<file path="src/rtl/prng_output_buffer.sv">
// Buffers 128-bit PRNG words in a small FIFO and serves them as 32-bit slices, requesting PRNG refills when stock runs low.
// Define PRNG_BUF_HEALTH_EN to enable the repetition health check on incoming words.
module prng_output_buffer #(
  parameter int DEPTH      = 4,
  parameter int REFILL_LVL = 1,
  parameter int BURST      = 12
) (
  input  logic                       clock,
  input  logic                       reset,
  input  logic [127:0]               rnd_i,
  input  logic                       rnd_wr_i,
  input  logic                       flush_i,
  input  logic                       rd_ready_i,
  output logic                       rd_valid_o,
  output logic [31:0]                rd_data_o,
  output logic [$clog2(DEPTH):0]     level_o,
  output logic                       full_o,
  output logic                       empty_o,
  output logic                       overflow_o,
  output logic                       refill_req_o,
  output logic                       health_err_o
);

  localparam int AW = $clog2(DEPTH);
  localparam int LW = AW + 1;
  localparam int CW = $clog2(BURST + 1);

  typedef enum logic [1:0] {
    IDLE,
    REQ,
    WAIT
  } state_e;

  logic [127:0]  mem_q [DEPTH];
  logic [127:0]  headWord;
  logic [AW-1:0] wrPtr_q, wrPtr_d;
  logic [AW-1:0] rdPtr_q, rdPtr_d;
  logic [LW-1:0] level_q, level_d;
  logic [1:0]    idx_q, idx_d;
  logic          overflow_q, overflow_d;
  state_e        state_q, state_d;
  logic [CW-1:0] cnt_q, cnt_d;

  logic full;
  logic empty;
  logic rdXfer;
  logic pop;
  logic repeatHit;
  logic wrAccept;
  logic wrDrop;
  logic refillReq;

  assign full   = (level_q == LW'(DEPTH));
  assign empty  = (level_q == '0);
  assign rdXfer = !empty && rd_ready_i && !flush_i;
  assign pop    = rdXfer && (idx_q == 2'd3);

  // A repeated word is discarded before the full rule is even considered.
  assign wrAccept = rnd_wr_i && !flush_i && !repeatHit && (!full || pop);
  assign wrDrop   = rnd_wr_i && !flush_i && !repeatHit && full && !pop;

`ifdef PRNG_BUF_HEALTH_EN
  logic [127:0] held_q;
  logic         heldValid_q;
  logic         healthErr_q;

  assign repeatHit = heldValid_q && (rnd_i == held_q);

  always_ff @(posedge clock) begin
    if (reset || flush_i) begin
      heldValid_q <= 1'b0;
      healthErr_q <= 1'b0;
    end else begin
      if (rnd_wr_i && repeatHit) begin
        healthErr_q <= 1'b1;
      end
      if (wrAccept) begin
        heldValid_q <= 1'b1;
      end
    end
  end

  always_ff @(posedge clock) begin
    if (wrAccept) begin
      held_q <= rnd_i;
    end
  end

  assign health_err_o = healthErr_q;
`else
  assign repeatHit    = 1'b0;
  assign health_err_o = 1'b0;
`endif

  always_ff @(posedge clock) begin
    if (wrAccept) begin
      mem_q[wrPtr_q] <= rnd_i;
    end
  end

  always_comb begin
    wrPtr_d    = wrPtr_q;
    rdPtr_d    = rdPtr_q;
    level_d    = level_q;
    idx_d      = idx_q;
    overflow_d = overflow_q;
    if (flush_i) begin
      wrPtr_d    = '0;
      rdPtr_d    = '0;
      level_d    = '0;
      idx_d      = '0;
      overflow_d = 1'b0;
    end else begin
      if (wrAccept) begin
        wrPtr_d = wrPtr_q + AW'(1);
      end
      // The 2-bit index wraps from 3 back to 0 on the popping transfer.
      if (rdXfer) begin
        idx_d = idx_q + 2'd1;
        if (pop) begin
          rdPtr_d = rdPtr_q + AW'(1);
        end
      end
      if (wrAccept && !pop) begin
        level_d = level_q + LW'(1);
      end else if (pop && !wrAccept) begin
        level_d = level_q - LW'(1);
      end
      if (wrDrop) begin
        overflow_d = 1'b1;
      end
    end
  end

  always_ff @(posedge clock) begin
    if (reset) begin
      wrPtr_q    <= '0;
      rdPtr_q    <= '0;
      level_q    <= '0;
      idx_q      <= '0;
      overflow_q <= 1'b0;
    end else begin
      wrPtr_q    <= wrPtr_d;
      rdPtr_q    <= rdPtr_d;
      level_q    <= level_d;
      idx_q      <= idx_d;
      overflow_q <= overflow_d;
    end
  end

  always_comb begin
    headWord = mem_q[rdPtr_q];
    case (idx_q)
      2'd0:    rd_data_o = headWord[31:0];
      2'd1:    rd_data_o = headWord[63:32];
      2'd2:    rd_data_o = headWord[95:64];
      default: rd_data_o = headWord[127:96];
    endcase
  end

  // WAIT counts every strobe, stored, dropped or discarded, since each one is a word of the run.
  always_comb begin
    state_d   = state_q;
    cnt_d     = cnt_q;
    refillReq = (state_q == REQ);
    if (flush_i) begin
      state_d = IDLE;
    end else begin
      case (state_q)
        IDLE: begin
          if (int'(level_q) <= REFILL_LVL) begin
            state_d = REQ;
          end
        end
        REQ: begin
          cnt_d   = '0;
          state_d = WAIT;
        end
        WAIT: begin
          if (rnd_wr_i) begin
            if (cnt_q == CW'(BURST - 1)) begin
              cnt_d   = '0;
              state_d = IDLE;
            end else begin
              cnt_d = cnt_q + CW'(1);
            end
          end
        end
        default: state_d = IDLE;
      endcase
    end
  end

  always_ff @(posedge clock) begin
    if (reset) begin
      state_q <= IDLE;
      cnt_q   <= '0;
    end else begin
      state_q <= state_d;
      cnt_q   <= cnt_d;
    end
  end

  assign rd_valid_o   = !empty;
  assign level_o      = level_q;
  assign full_o       = full;
  assign empty_o      = empty;
  assign overflow_o   = overflow_q;
  assign refill_req_o = refillReq;

endmodule

</file>
<file path="config.mk">
export PLATFORM = sky130hd
export DESIGN_NAME = prng_output_buffer
export DESIGN_NICKNAME = d
export VERILOG_FILES = /design/src/rtl/prng_output_buffer.sv
export SDC_FILE = /design/constraint.sdc
export NUM_CORES = 1
export LEC_CHECK = 0
export CAP_MARGIN = 25
export CORE_MARGIN = 3
export CORE_UTILIZATION = 50
export CTS_CLUSTER_DIAMETER = 100
export CTS_CLUSTER_SIZE = 10
export DETAILED_ROUTE_END_ITERATION = 16
export PLACE_DENSITY = 0.7
export SLEW_MARGIN = 20
export SYNTH_ARGS = -nofsm -noshare
export SYNTH_HDL_FRONTEND = slang
export SYNTH_SLANG_ARGS = --single-unit
</file>
<file path="constraint.sdc">
create_clock -name clock -period 10.6 [get_ports clock]
set_input_delay 1.59 -clock clock [delete_from_list [all_inputs] [get_ports clock]]
set_output_delay 1.59 -clock clock [all_outputs]
set_load 0.005 [all_outputs]
</file>
# Yosys cells after proc, flatten, opt, wreduce, memory -nomap -nowiden
# Memory sizes are Yosys's and may differ from the RTL's. A register that Yosys moved wholly into a read port is not among the register bits.
# Index checks and enable logic that the tools add are counted.
[classes] n_reduce_logical=24 addsub=6 n_mux=14 eq_ne=10 order_cmp=1 bitwise_logic=1
[op_table] operator="case mux 32 bit (3 select lines)" n=1
[op_table] operator="2-to-1 mux 2 bit" n=5
[op_table] operator="logical AND 1 bit" n=9
[op_table] operator="2-to-1 mux 4 bit" n=2
[op_table] operator="case mux 4 bit (2 select lines)" n=1
[op_table] operator="adder 2 x 1 -> 2 bit, second input constant" n=3
[op_table] operator="equality test 2 bit, second input constant" n=3
[op_table] operator="2-to-1 mux 3 bit" n=2
[op_table] operator="inequality test 2 bit, second input constant" n=3
[op_table] operator="case mux 2 bit (3 select lines)" n=1
[op_table] operator="AND reduction 3 bit" n=2
[op_table] operator="zero test 1 bit" n=5
[op_table] operator="adder 4 x 1 -> 4 bit, second input constant" n=1
[op_table] operator="equality test 2 x 1 -> 1 bit, second input constant" n=2
[op_table] operator="equality test 4 bit, second input constant" n=1
[op_table] operator="zero test 2 bit" n=2
[op_table] operator="nonzero test 2 bit" n=2
[op_table] operator="adder 3 x 1 -> 3 bit, second input constant" n=1
[op_table] operator="equality test 3 bit, second input constant" n=1
[op_table] operator="<= comparator 3 x 1 -> 1 bit, second input constant" n=1
[op_table] operator="zero test 3 bit" n=1
[op_table] operator="subtractor 3 x 1 -> 3 bit, second input constant" n=1
[op_table] operator="2-to-1 mux 1 bit" n=2
[op_table] operator="AND reduction 2 bit" n=1
[op_table] operator="other kinds (3)" n=3
[totals] n_memories=1 out_inout_bits=41 input_bits=133 wordCells=64 ram_bits=512 register_bits=16
[memory_table] memory="mem_q" words=4 width=128 rd=1 rd_ports_with_merged_regs=1 write_ports=1 line_no="34" source="logic [127:0] mem_q [DEPTH];"

# Longest topological paths before layout
# Gate-level depths: netlist of the first run.
[logic_depth] ltp_word=11 ltp_mapped=10 depth_no_buf=10

# Least setup slack after synthesis of the first run
# No wires, ideal clock.
[synth_timing] path_type="input-to-reg" startpoint="in flush_i" endpoint="mem mem_q[0][0], enable pin" path_slack_ns=5.144 setup_ns=0.502 arrival_ns=4.953 cell_stages=3 required_ns=10.098 path_buffers=0 cell_sequence="nand2b_1 a21oi_2 and2_1"
[synth_via] elab_chain_cells=7 word_cells_on_any_way=8 classes_between="mux (2); reduce/logical (6)"
[synth_rtl] item="start, declared" line_no="12" source="input logic flush_i,"
[synth_rtl] item="zero test 1 bit *" line_no="55, 59"
[synth_rtl] item="logical AND 1 bit" line_no="55" source="assign rdXfer = !empty && rd_ready_i && !flush_i;"
[synth_rtl] item="logical AND 1 bit" line_no="56" source="assign pop = rdXfer && (idx_q == 2'd3);"
[synth_rtl] item="logical OR 1 bit" line_no="59" source="assign wrAccept = rnd_wr_i && !flush_i && !repeatHit && (!full || pop);"
[synth_rtl] item="logical AND 1 bit *" line_no="59"
[synth_rtl] item="net wrAccept" line_no="49" source="logic wrAccept;"
[synth_rtl] item="2-to-1 mux 1 bit *" line_no="96" source="if (wrAccept) begin"
[synth_rtl] item="2-to-1 mux 1 bit (implied by the code) *" line_no="97" source="mem_q[wrPtr_q] <= rnd_i;"
[synth_rtl] item="end, declared" line_no="34"
# The timed path passes the listed nets; every way through them passes the cells marked *.

==> results of run 1 <==
## registers in the layout, indices dropped and copies added, names as in the netlist, named ones only
register,count
wrPtr_q,2
state_q,2
rdPtr_q,2
mem_q,512
cnt_q,4
level_o,3
idx_q,2
overflow_o,1
## where the power goes
group / internal [mW] / switching (mW)
combinational: 0.0864 / 0.0807
sequential: 2.33 / 0.00810
clock: 1.03 / 0.737
## worst max-delay path, delay by kind of cell (launching register included)
family                 cells  cell delay (ps)
AOI/OAI and AO/OA          3              630
buffers and inverters      2             1230
DFF                        1              690
and+or+nand+nor            1              980
## worst max path at each step
stage	from	end
final	flip-flop	rd_data_o[3]
after global routing	flip-flop	rd_data_o[3]
after CTS	idx_q[0]	rd_data_o[29]
after detailed placement	idx_q[0]	rd_data_o[29]
after global placement	flip-flop	rd_data_o[17]
after floorplan	flush_i	mem_q[0][0]
## area by class of cell
cell class                      count  area share
Antenna cell                        5   0.0005085
Multi-Input combinational cell    532      0.1888
Sequential cell                   530      0.6398
Timing Repair Buffer              188     0.07597
Inverter                           13    0.001983
Tap cell                          532     0.02705
Clock buffer                       86     0.06585
## logic make-up after synthesis
logic type | synth area share
xor gates and xnor gates | 0.003796
adders and majority gates | 0.01084
DFF | 0.7577
AOI/OAI and AO/OA | 0.06019
muxes | 0.1142
and+or+nand+nor | 0.03386
buffers and inverters | 0.01922
other | 0.0001806
## through the flow
step / setup slack (ps) / area (sq um)
after floorplan: 5144 / 20770
after global placement: 5450 / 22940
after detailed placement: 5370 / 22940
after CTS: 4721 / 24560
after global routing: 4701 / 24600
final: 4851 / 24600
## synthesized netlist by cell type, drive strengths merged
library cell,count
a211o,18
buf,44
xnor2,6
inv,12
o21ba,1
clkinv,1
o22ai,20
a2111oi,18
a41oi,1
a21o,13
a211oi,13
o21ai,3
nand3b,1
and2,9
a21oi,27
nand2,23
edfxtp,512
o31ai,1
mux4,44
o2bb2ai,12
o21a,1
clkbuf,15
dfxtp,18
nand4b,1
nand3,16
nor4b,1
ha,18
xor2,3
and3,1
or3,2
or2,1
o211ai,1
a31oi,31
and3b,1
conb,1
nor4,1
nand4,1
mux2i,138
o32ai,1
nor2b,1
nand2b,6
nor2,96
## routing by layer
layer | global-route usage | vias to the layer above | wire length [microns]
met5 | 0 | - | 115
met4 | 0.05543 | 16 | 839
met3 | 0.05725 | 71 | 3546
met2 | 0.3194 | 341 | 21590
met1 | 0.2985 | 5590 | 20030
li1 | - | 4890 | -
==> impl_metrics.json, run 1 <==
{
  "start_util": 0.5075,
  "vias": 10908,
  "rsz0062_at_grt": "no",
  "clk_latency_ps": 600,
  "period_needed_ps": 5749,
  "hold_ws_ps": 476.7,
  "finalNonFillerCells": 1886,
  "grt_pass1_wl_microns": 69290,
  "layout_commonest_cell": "edfxtp_1",
  "crit_slowest_cell": "and3b_1",
  "ff2ff_path_depth": 7,
  "syn-num-nets": 1285,
  "drc": 0,
  "synth.avg_cell_area_sq_um": 18.31,
  "dp_cells": 1793,
  "drt-total-wl_microns": 46120,
  "clock-skew-final_ps": 28.71,
  "wire_per_inst_microns": 24.45,
  "fmax_ghz": 0.1739,
  "finalSetupTns_ps": 0,
  "hold_path.class": "flip-flop to flip-flop",
  "clockRootBuffer": "clkbuf_16",
  "synth_area_leaders": "edfxtp_1 74%, mux2i_1 6.7%, mux4_2 4.8%, dfxtp_1 1.7%, nor2_1 1.7%",
  "holdPathEnd": "cnt_q[1]",
  "path_max_fanout": 41,
  "drive_gt1_frac": 0.1127,
  "nets": 1474,
  "slew_violations": 0,
  "final_cell_mix": "512 x edfxtp_1, 172 x clkdlybuf4s50_1, 138 x mux2i_1, 95 x nor2_1, 61 x clkbuf_16",
  "grt_use_total": 0.2082,
  "finalHoldViolCount": 0,
  "r2r_end": "mem_q[2][104]",
  "period_share": 0.5424,
  "crit_type": "flip-flop to output port",
  "tritoncts": "yes",
  "setup_violations": 0,
  "ant_nets": 0,
  "worst_slew_pin_slew_ps": 1079,
  "drtIter0Drc": 996,
  "worstSetupEndpointType": "output port",
  "die_width_microns": 209.8,
  "critPathMaxStageDelay_ps": 980,
  "fillers": 2960,
  "row_count": 74,
  "arrival_ps": 4160,
  "post_cts_buffers": 0,
  "drt_pass1_iterations": 5,
  "core_area_sq_mm": 0.04092,
  "netlist.area_leader.share": 0.7403,
  "hp-start": "cnt_q[1]",
  "ios": 174,
  "grt_remaining_overflow": 0,
  "power_density_mw_per_mm2": 173.8,
  "cp_cell_sequence": "buf_4 > and3b_1 > o2bb2ai_1 > a211oi_1 > a31oi_1 > clkdlybuf4s50_1",
  "cts.sinks": 530,
  "dp_hpwl_microns": 27270,
  "relSlewSlack": 0.2806,
  "postLayoutCoreUtil": 0.6012,
  "cts_buffers": 58,
  "syn_to_final_growth_pct": 18.48,
  "multi_input_area_sq_mm": 0.004646,
  "regToRegSetupSlack_ps": 6810,
  "cap_violations": 0,
  "numPortBuffers": 172,
  "status": "finished clean",
  "synth_warnings": 0,
  "peakVddDrop_mv": 0.1353,
  "ctsResizeCount": 0,
  "hold_depth": 2,
  "antenna_found_initial": 14,
  "htreeDepth": 2,
  "place.gp.congestion": 0.7908,
  "die_area_sq_mm": 0.04402,
  "totalPowerFinal_mw": 4.277,
  "yosysSeqAreaShare": 0.7577,
  "rr_startpoint": "level_o[0]",
  "netlist.top_cell.by_area": "edfxtp_1",
  "vias_per_cell": 5.784,
  "grt_pass1_vias": 11051,
  "die_h_microns": 209.8,
  "grt_max_degree": 117,
  "synthCells": 1134,
  "regArea_sq_mm": 0.01574,
  "clk_pin_slew_ps": 60,
  "cp.required_ps": 9010,
  "ys_types": 50,
  "cts_hold_repair.buffers": 0,
  "netlist_area_sq_mm": 0.02077,
  "ys_ff_latch": 530,
  "clock_path_buffers": 3,
  "cp-start-kind": "flip-flop",
  "p_leak_nw": 7.551
}
(Power assumes the default switching activity.)
==> run 2: changes to the inputs <==
--- a/config.mk
+++ b/config.mk
@@ -11,7 +11,7 @@
 export CTS_CLUSTER_DIAMETER = 100
 export CTS_CLUSTER_SIZE = 10
 export DETAILED_ROUTE_END_ITERATION = 16
-export PLACE_DENSITY = 0.7
+export PLACE_DENSITY = 0.73
 export SLEW_MARGIN = 20
 export SYNTH_ARGS = -nofsm -noshare
 export SYNTH_HDL_FRONTEND = slang
==> constraint.sdc (replaced) <==
create_clock -name clock -period 5.1 [get_ports clock]
set_input_delay 0.765 -clock clock [delete_from_list [all_inputs] [get_ports clock]]
set_output_delay 0.765 -clock clock [all_outputs]
set_load 0.005 [all_outputs]
==> impl_metrics.json, run 2 (same netlist as run 1, synthesis figures left out) <==
{
  "status": "finished clean",
  "antenna_found_initial": 15,
  "rsz0062_at_grt": "no",
  "numPortBuffers": 172,
  "path_buf_inv": 4,
  "finalSetupTns_ps": 0,
  "crit_slowest_cell": "nor2_2",
  "core_area_sq_mm": 0.04092,
  "busiest_layer": "met2",
  "p_clk_frac": 0.410,
  "crit_top_cell": "buf_4",
  "clk_latency_ps": 590,
  "drt_pass1_iterations": 5,
  "setup_violations": 0,
  "hold_path.class": "flip-flop to flip-flop",
  "power.switching_mw": 1.710,
  "cts_hold_repair.buffers": 0,
  "grt_pass1_vias": 11147,
  "grt_remaining_overflow": 0,
  "ctsResizeCount": 0,
  "clock_path_buffers": 3,
  "finalHoldViolCount": 0,
  "nets": 1475,
  "syn_to_final_growth_pct": 18.68,
  "tritoncts": "yes",
  "cap_violations": 0,
  "drc": 0,
  "slew_violations": 0,
  "vias_per_cell": 5.839,
  "htreeDepth": 2,
  "vias": 11019,
  "critPathMaxStageDelay_ps": 840,
  "totalPowerFinal_mw": 8.832,
  "worst_slew_pin_slew_ps": 1073,
  "crit_type": "flip-flop to output port",
  "cts.sinks": 530,
  "cts_buffers": 58,
  "clockRootBuffer": "clkbuf_16",
  "setup_ws_ps": 537.4,
  "met2_usage": 0.3190,
  "switching_share": 0.1936,
  "row_count": 74,
  "use_met3": 0.06084,
  "die_width_microns": 209.8,
  "grt_pass1_wl_microns": 69420,
  "grt_max_degree": 129,
  "final_cell_mix": "512 x edfxtp_1, 172 x clkdlybuf4s50_1, 138 x mux2i_1, 95 x nor2_1, 59 x clkbuf_16",
  "power_density_mw_per_mm2": 358.3,
  "grt.met1_usage": 0.2954,
  "hold_ws_ps": 474.2,
  "place.gp.congestion": 0.8072,
  "relSlewSlack": 0.2837,
  "post_cts_buffers": 0,
  "wire_per_inst_microns": 24.37,
  "max_flop_register": "mem_q",
  "cp-start-kind": "flip-flop",
  "worstSetupEndpointType": "output port",
  "cp_cell_sequence": "inv_1 > ha_1 > buf_4 > nand2b_1 > buf_4 > nor2_2 > a2111oi_1 > a31oi_1 > clkdlybuf4s50_1",
  "clock-skew-final_ps": 21.85,
  "dp_slack_ps": 1230,
  "path_max_fanout": 20,
  "drt-total-wl_microns": 45980,
  "cp.required_ps": 4340,
  "clk_pin_slew_ps": 50,
  "drive_gt1_frac": 0.1133,
  "fillers": 2948,
  "die_area_sq_mm": 0.04402,
  "grt_use_total": 0.2080,
  "p_leak_nw": 7.554,
  "start_util": 0.5075,
  "dp_hpwl_microns": 27430,
  "peakVddDrop_mv": 0.2557,
  "layout_commonest_cell": "edfxtp_1",
  "die_h_microns": 209.8,
  "pwr-share-comb": 0.040,
  "ant_nets": 0,
  "arrival_ps": 3800,
  "ios": 174,
  "cp_top_family": "buffers and inverters",
  "drtIter0Drc": 1111,
  "seqPwrFrac": 0.551,
  "period_needed_ps": 4563,
  "largest_reg_flops": 512,
  "p_int_mw": 7.122,
  "fmax_ghz": 0.2192,
  "period_share": 0.8946
}
## run 2: cell types whose count changed in the layout (fill, tap and decap cells not counted), sizes merged
cell / delta
clkinv: +2
clkbuf: -2
buf: +1
## run 2: tightest hold or removal path, cell delays in order, from the launching register on
cell     delay [ps]
dfxtp_1         320
nand2_1          60
a21oi_1          50
## run 2: power by group through the flow
stage	Sequential [mW]	Combinational, mW	Clock [mW]
after floorplan	4.96	0.115	0
after detailed placement	4.95	0.351	0
after global placement	4.95	0.343	0
after CTS	4.86	0.354	3.68
final	4.86	0.351	3.62
after global routing	4.87	0.379	3.87
## run 2: worst paths after layout
check | start | cells after the start | to | slack [ps]
hold reg to reg | cnt_q[1] | 2 | cnt_q[1] | 470
setup reg to reg | level_o[0] | 6 | mem_q[1][112] | 2220
hold / removal | cnt_q[1] | 2 | cnt_q[1] | 470
setup / recovery | idx_q[1] | 9 | rd_data_o[31] | 540
## run 2: metal layers
metal  wire length [microns]  part of all wire
met5                     109            0.0024
met4                     974             0.021
met3                    4151             0.090
met2                   21800              0.47
met1                   18950              0.41
## run 2: stage by stage
| stage | utilization | cells | instance area [sq um] |
|---|---|---|---|
| 5_1_grt | 0.6021 | 1885 | 24640 |
| 6_report | 0.6022 | 1887 | 24650 |
| 2_1_floorplan | - | 1134 | 20770 |
| 3_3_place_gp | 0.5625 | 1795 | 23020 |
| 4_1_cts | 0.6019 | 1882 | 24630 |
| 3_5_place_dp | 0.5628 | 1796 | 23030 |
## run 2: layout make-up
type / count / area [sq um] / area share
inverter: 13 / 48.80 / 0.001980
multi-input combinational: 532 / 4646 / 0.1885
clock buffer: 84 / 1570 / 0.06371
sequential: 530 / 15740 / 0.6387
antenna: 5 / 12.51 / 0.0005077
clock inverter: 2 / 32.53 / 0.001320
tap: 532 / 665.6 / 0.02701
timing repair buffer: 189 / 1928 / 0.07823
